`src/rtl/if_stage_if.sv`:
```
// -----------------------------------------------------------------------------
// if_stage_if -- instruction-memory read bus between the fetch stage and the
// instruction memory.
//
// Signals (named from the fetch stage's point of view):
//   imem_req_o     1  read request, one-cycle pulse per fetch
//   imem_addr_o   32  word-aligned fetch address, valid while imem_req_o=1
//   imem_rvalid_i  1  read data valid (any cycle after the request)
//   imem_rdata_i  32  instruction word
//
// Modports:
//   master -- the fetch stage (drives request/address)
//   slave  -- the instruction memory (drives rvalid/rdata)
// -----------------------------------------------------------------------------
interface if_stage_if;
  logic        imem_req_o;
  logic [31:0] imem_addr_o;
  logic        imem_rvalid_i;
  logic [31:0] imem_rdata_i;

  modport master (
    output imem_req_o,
    output imem_addr_o,
    input  imem_rvalid_i,
    input  imem_rdata_i
  );

  modport slave (
    input  imem_req_o,
    input  imem_addr_o,
    output imem_rvalid_i,
    output imem_rdata_i
  );
endinterface

```
`src/rtl/if_stage.sv`:
```
// -----------------------------------------------------------------------------
// if_stage -- instruction fetch stage with IF/ID pipeline register.
//
// Issues at most one instruction-memory read at a time, captures the returned
// word into the IF/ID register, and handles decode back-pressure (stall) and
// control-flow redirects (taken branch/jump flush and refetch).
//
// Parameters:
//   RESET_PC        first fetch address after reset (bits [1:0] forced to 00)
//
// Ports:
//   clk_i           clock, all state changes on the rising edge
//   rst_n_i         asynchronous active-low reset
//   stall_i         decode not accepting; IF/ID contents are held
//   redirect_i      taken branch/jump: flush IF/ID and refetch
//   redirect_pc_i   redirect target (bits [1:0] ignored)
//   imem            instruction-memory bus (if_stage_if.master)
//   if_valid_o      IF/ID holds a live instruction
//   if_pc_o         PC of the held instruction
//   if_pc_plus4_o   if_pc_o + 4 (modulo 2^32)
//   if_instr_o      held instruction (NOP after reset/flush)
//   if_opcode_o     if_instr_o[6:0]
//   if_funct3_o     if_instr_o[14:12]
//   if_funct7_o     if_instr_o[31:25]
//
// Optional build macro IF_PERF_COUNT_EN adds:
//   fetch_count_o   number of instructions loaded into IF/ID (saturating)
//   flush_count_o   number of redirect cycles (saturating)
// -----------------------------------------------------------------------------
module if_stage #(
  parameter logic [31:0] RESET_PC = 32'h0000_0000
) (
  input  logic        clk_i,
  input  logic        rst_n_i,
  input  logic        stall_i,
  input  logic        redirect_i,
  input  logic [31:0] redirect_pc_i,
  if_stage_if.master  imem,
  output logic        if_valid_o,
  output logic [31:0] if_pc_o,
  output logic [31:0] if_pc_plus4_o,
  output logic [31:0] if_instr_o,
  output logic [6:0]  if_opcode_o,
  output logic [2:0]  if_funct3_o,
  output logic [6:0]  if_funct7_o
`ifdef IF_PERF_COUNT_EN
  ,
  output logic [31:0] fetch_count_o,
  output logic [31:0] flush_count_o
`endif
);

  localparam logic [31:0] NOP = 32'h0000_0013;  // addi x0, x0, 0

  typedef enum logic [1:0] {
    IDLE,   // one cycle after reset, no request
    FETCH,  // issue a request when IF/ID can take the result
    WAIT,   // live request outstanding
    DRAIN   // flushed request outstanding; its data will be dropped
  } state_t;

  state_t      state_q;
  state_t      state_d;

  // The fetch PC is kept as a word address so bits [1:0] are zero by
  // construction and +1 wraps exactly like a byte PC modulo 2^32.
  logic [31:2] pc_q;
  logic [31:2] pc_d;

  logic        req;
  logic        load;

  // A response is only accepted in WAIT and only if no redirect coincides.
  assign load = (state_q == WAIT) && imem.imem_rvalid_i && !redirect_i;

  always_comb begin
    // NOTE: every signal written here gets a default first, so no path
    // through the case statement can leave it unassigned and infer a latch.
    state_d = state_q;
    pc_d    = pc_q;
    req     = 1'b0;

    case (state_q)
      IDLE: begin
        state_d = FETCH;
      end

      FETCH: begin
        // Only request when the result has somewhere to go: IF/ID is empty,
        // or its current occupant leaves at this edge.
        if (!redirect_i && (!if_valid_o || !stall_i)) begin
          req     = 1'b1;
          state_d = WAIT;
        end
      end

      WAIT: begin
        if (imem.imem_rvalid_i) begin
          state_d = FETCH;
          if (!redirect_i) begin
            pc_d = pc_q + 30'd1;
          end
        end else if (redirect_i) begin
          state_d = DRAIN;
        end
      end

      DRAIN: begin
        // The dropped response frees the bus; a redirect in the same cycle
        // still only retargets the PC, it cannot keep us waiting for a
        // response that will never come.
        if (imem.imem_rvalid_i) begin
          state_d = FETCH;
        end
      end

      default: begin
        state_d = IDLE;
      end
    endcase

    // A redirect retargets the fetch PC from any state.
    if (redirect_i) begin
      pc_d = redirect_pc_i[31:2];
    end
  end

  // NOTE: sequential state uses non-blocking assignments so every register
  // samples the pre-edge values, independent of process ordering.
  always_ff @(posedge clk_i or negedge rst_n_i) begin
    if (!rst_n_i) begin
      state_q <= IDLE;
      pc_q    <= RESET_PC[31:2];
    end else begin
      state_q <= state_d;
      pc_q    <= pc_d;
    end
  end

  // IF/ID register. Priority: flush, then load, then consumption.
  always_ff @(posedge clk_i or negedge rst_n_i) begin
    if (!rst_n_i) begin
      if_valid_o <= 1'b0;
      if_pc_o    <= 32'h0000_0000;
      if_instr_o <= NOP;
    end else if (redirect_i) begin
      if_valid_o <= 1'b0;
      if_instr_o <= NOP;
    end else if (load) begin
      if_valid_o <= 1'b1;
      if_pc_o    <= {pc_q, 2'b00};
      if_instr_o <= imem.imem_rdata_i;
    end else if (!stall_i) begin
      if_valid_o <= 1'b0;
    end
  end

  assign imem.imem_req_o  = req;
  assign imem.imem_addr_o = {pc_q, 2'b00};

  assign if_pc_plus4_o = if_pc_o + 32'd4;
  assign if_opcode_o   = if_instr_o[6:0];
  assign if_funct3_o   = if_instr_o[14:12];
  assign if_funct7_o   = if_instr_o[31:25];

`ifdef IF_PERF_COUNT_EN
  always_ff @(posedge clk_i or negedge rst_n_i) begin
    if (!rst_n_i) begin
      fetch_count_o <= 32'h0000_0000;
      flush_count_o <= 32'h0000_0000;
    end else begin
      if (load && (fetch_count_o != 32'hFFFF_FFFF)) begin
        fetch_count_o <= fetch_count_o + 32'd1;
      end
      if (redirect_i && (flush_count_o != 32'hFFFF_FFFF)) begin
        flush_count_o <= flush_count_o + 32'd1;
      end
    end
  end
`endif

endmodule
```
`src/flat_wrapper.sv`:
```
// flat-port wrapper written by rule: the top's interface ports become plain ports
module if_stage_flat 
#(
  parameter logic [31:0] RESET_PC = 32'h0000_0000
)
  (clk_i, rst_n_i, stall_i, redirect_i, redirect_pc_i, if_valid_o, if_pc_o, if_pc_plus4_o, if_instr_o, if_opcode_o, if_funct3_o, if_funct7_o, imem_imem_req_o, imem_imem_addr_o, imem_imem_rvalid_i, imem_imem_rdata_i);
  if_stage_if imem_i ();
  input  logic clk_i;
  input  logic rst_n_i;
  input  logic stall_i;
  input  logic redirect_i;
  input  logic [31:0] redirect_pc_i;
  output logic if_valid_o;
  output logic [31:0] if_pc_o;
  output logic [31:0] if_pc_plus4_o;
  output logic [31:0] if_instr_o;
  output logic [6:0] if_opcode_o;
  output logic [2:0] if_funct3_o;
  output logic [6:0] if_funct7_o;
  output wire logic [$bits(imem_i.imem_req_o)-1:0] imem_imem_req_o;
  output wire logic [$bits(imem_i.imem_addr_o)-1:0] imem_imem_addr_o;
  input wire logic [$bits(imem_i.imem_rvalid_i)-1:0] imem_imem_rvalid_i;
  input wire logic [$bits(imem_i.imem_rdata_i)-1:0] imem_imem_rdata_i;
  assign imem_imem_req_o = imem_i.imem_req_o;
  assign imem_imem_addr_o = imem_i.imem_addr_o;
  assign imem_i.imem_rvalid_i = imem_imem_rvalid_i;
  assign imem_i.imem_rdata_i = imem_imem_rdata_i;
  if_stage #(.RESET_PC(RESET_PC)) u_core (.clk_i(clk_i), .rst_n_i(rst_n_i), .stall_i(stall_i), .redirect_i(redirect_i), .redirect_pc_i(redirect_pc_i), .imem(imem_i), .if_valid_o(if_valid_o), .if_pc_o(if_pc_o), .if_pc_plus4_o(if_pc_plus4_o), .if_instr_o(if_instr_o), .if_opcode_o(if_opcode_o), .if_funct3_o(if_funct3_o), .if_funct7_o(if_funct7_o));
endmodule
```
`config.mk`:
```
export PLATFORM = sky130hd
export DESIGN_NAME = if_stage_flat
export DESIGN_NICKNAME = d
export VERILOG_FILES = /design/src/rtl/if_stage_if.sv /design/src/rtl/if_stage.sv /design/src/flat_wrapper.sv
export SDC_FILE = /design/constraint.sdc
export NUM_CORES = 1
export LEC_CHECK = 0
export CORE_MARGIN = 5
export CORE_UTILIZATION = 46
export CTS_BUF_LIST = sky130_fd_sc_hd__clkbuf_16
export CTS_CLUSTER_DIAMETER = 100
export DETAILED_ROUTE_END_ITERATION = 6
export MAX_ROUTING_LAYER = met4
export PLACE_DENSITY = 0.95
export SLEW_MARGIN = 0
export SYNTH_ARGS = -nofsm -noshare
export SYNTH_HDL_FRONTEND = slang
export SYNTH_SLANG_ARGS = --single-unit
```
`constraint.sdc`:
```
create_clock -name clk_i -period 2.9 [get_ports clk_i]
set_input_delay 0.58 -clock clk_i [delete_from_list [all_inputs] [get_ports clk_i]]
set_output_delay 0.58 -clock clk_i [all_outputs]
set_load 0.02 [all_outputs]
```
==> results.sh <==
export IMPL_antenna_left=0
export IMPL_ys_warn_count=0
export IMPL_hold_buffers=0
export IMPL_die_x_um=113.9
export IMPL_vdd_ir_drop_worst_mv=0.5435
export IMPL_clk_path_buf_depth=2
export IMPL_antenna_found_initial=0
export IMPL_viasPerCell=5.345
export IMPL_max_slew_worst_pin_slew_ns=0.8428
export IMPL_synthDistinctLibCells=41
export IMPL_clk_pin_slew_ns=0.07
export IMPL_cp_max_fo=4
export IMPL_power_density_nw_per_um2=760.5
export IMPL_period_share=0.9776
export IMPL_max_freq_mhz=352.7
export IMPL_critical_path_class="reg -> out"
export IMPL_overflow=0
export IMPL_worstSetupStartpointType="flop"
export IMPL_clkLatencyLatePin_ns=0.34
export IMPL_grt_pass1_vias=4924
export IMPL_end_kind="output pin"
export IMPL_routedWlPerCell_um=18.17
export IMPL_synth_async_reset_ratio=1.000
export IMPL_dp_hpwl_um=11970
export IMPL_cp_required_ns=2.32
export IMPL_hp_class="in -> async"
export IMPL_synth_edf_count=0
export IMPL_wirelength_um=15720
export IMPL_slew_headroom=0.4381
export IMPL_ys_seq_area_frac=0.4795
export IMPL_status="finished clean"
export IMPL_final_min_clock_period_ns=2.835
export IMPL_antenna_cells=0
export IMPL_hold_viol_final=0
export IMPL_fin_skew_ns=0.006940
export IMPL_die_area_um2=12970
export IMPL_cts_made_buffers=9
export IMPL_synth_flop_cell="dfrtp_1"
export IMPL_nNetsFinal=794
export IMPL_grt_total_usage=0.2494
export IMPL_drive_above_1_share=0.1228
export IMPL_cts_tree="built"
export IMPL_die_y_um=113.9
export IMPL_p_leak_nw=3.035
export IMPL_drt_iter0_markers=293
export IMPL_final_util=0.6888
export IMPL_critPathArrivalTime_ns=2.26
export IMPL_synth_area_per_cell_um2=9.532
export IMPL_grt_start_max_net_pins=90
export IMPL_cts_sinks=95
export IMPL_initial_utilization=0.4642
export IMPL_vias=4623
export IMPL_first_pass_iters=5
export IMPL_gp_congestion=0.8665
export IMPL_drc=0
export IMPL_whs_ns=0.2568
export IMPL_core_area_um2=10700
export IMPL_fin_area_um2=7368
export IMPL_ios=216
export IMPL_clockRootBuffer="clkbuf_16"
export IMPL_num_rows=38
export IMPL_drv_cap=0
export IMPL_synth_seq_cells=95
export IMPL_portBuffers=207
export IMPL_syn2layout_area_growth_pct=48.37
export IMPL_htreeDepth=3
export IMPL_drv_slew=0
export IMPL_place_area_um2=7101
export IMPL_grt_pass1_wl_um=24780
export IMPL_setup_viol=0
export IMPL_synthesis_area_um2=4966
export IMPL_final_setup_tns_ns=0
export IMPL_syn_inst=521
==> cell type report <==
type,instances,area (µm²)
Tap cell,140,175.2
Clock buffer,9,225.2
Clock inverter,7,47.55
Inverter,7,26.28
Multi-Input combinational cell,380,2298
Timing Repair Buffer,227,2212
Sequential cell,95,2384
Fill cell,780,3329
==> report_power, final <==
group | internal, W | switching (W) | total (W)
clock network | 0.000580 | 0.000516 | 0.00110
registers | 0.00161 | 0.000348 | 0.00196
logic | 0.00125 | 0.00130 | 0.00255
==> synthesized netlist by cell type, drive strengths merged (9+ instances only) <==
master	count	area, µm²
and4	9	78.83
and3	9	58.80
nor4	9	81.33
nand3	27	150.2
buf	28	209.0
xor2	17	148.9
nand2	125	469.2
nor2	13	48.80
xnor2	38	332.8
a21oi	33	165.2
clkbuf	14	62.56
dfrtp	92	2302
mux2	28	315.3
o21ai	33	165.2
==> per-layer routing <==
metal / vias up / part of all wire / global-route usage
li1: 2135 / - / -
met1: 2213 / 0.38 / 0.2839
met2: 231 / 0.50 / 0.4166
met3: 44 / 0.088 / 0.07109
met4: 0 / 0.032 / 0.09818
met5: - / 0 / -
==> sequential cells by signal, summed over array words and instances, names as in the netlist <==
name and cells:
u_core.state_q 2, u_core.if_instr_o 32, u_core.pc_q 30, u_core.if_valid_o 1
u_core.if_pc_o 30
==> cells in the final DEF, fill, tap and decap left out, types with 3 or more instances in the layout <==
master           count
dfrtp_1             90
nor2_1              13
clkdlybuf4s50_1    186
conb_1               6
nor3_1               7
clkbuf_16            9
ha_1                 5
nand2_1            125
xnor2_1             38
clkinvlp_4           4
buf_4               19
a21oi_1             33
o21ai_1             11
and4_1               8
inv_1                6
dfstp_2              3
mux2_2              28
nand4_1              6
nand3_2              3
dlygate4sd2_1       15
nor4_1               4
nand3_1             24
and3_1               7
o21ai_0             22
xor2_1              17
and2_1               3
nor4_2               5
==> per-stage QoR <==
stage / instances / power (W) / setup WS [ns]
final: 865 / 0.005604 / 0.06484
after CTS: 865 / 0.005641 / 0.02602
after global routing: 865 / 0.005892 / -0.06468
after detailed placement: 848 / 0.004631 / 0.001374
after global placement: 848 / 0.004519 / 0.1570
after floorplan: 526 / 0.003184 / 0.4691
==> critical path: stages, from the launching register on <==
cell and delay (ns):
dfrtp_1 0.35, nand3_1 0.19, nor4_2 0.38, buf_4 0.17, and2_1 0.22, nand3_1 0.13, xnor2_1 0.18, clkdlybuf4s15_2 0.30
==> repair_timing <==
item / CTS / global route
gates cloned: 0 / 0
hold endpoints to repair: 0 / 0
setup buffers: 1 / 0
endpoints found under the setup margin: 18 / 10
pin swaps: 1 / 0
resized for setup: 22 / 9
==> path summary, 6_finish.rpt <==
check	startpoint	end	slack [ns]	depth (start not counted)
worst max-delay path	u_core.if_pc_o[8]	if_pc_plus4_o[19]	0.06	7
worst min-delay path	rst_n_i	u_core.if_pc_o[20]	0.26	1
worst max register to register	u_core.state_q[0]	u_core.pc_q[31]	0.72	8
worst min register to register	u_core.if_instr_o[1]	u_core.if_instr_o[1]	0.51	2
max in group asynchronous	rst_n_i	u_core.if_instr_o[4]	1.90	2
min in group clk_i	u_core.if_instr_o[1]	u_core.if_instr_o[1]	0.51	2
==> cell families (layout without fill, tap and decap cells) <==
| kind of cell | count (synthesis) | count (layout) | share of synthesized area |
|---|---|---|---|
| XOR/XNOR | 55 | 55 | 0.09700 |
| other | 1 | 6 | 0.0007551 |
| AO/OA/AOI/OAI | 68 | 68 | 0.07030 |
| flip-flops | 95 | 95 | 0.4795 |
| AND/OR/NAND/NOR | 217 | 217 | 0.2104 |
| buffers and inverters | 51 | 250 | 0.06400 |
| multiplexers | 29 | 29 | 0.06551 |
| adder cells (fa/ha/maj) | 5 | 5 | 0.01260 |
Note: power is estimated with default switching activity, not from simulation.
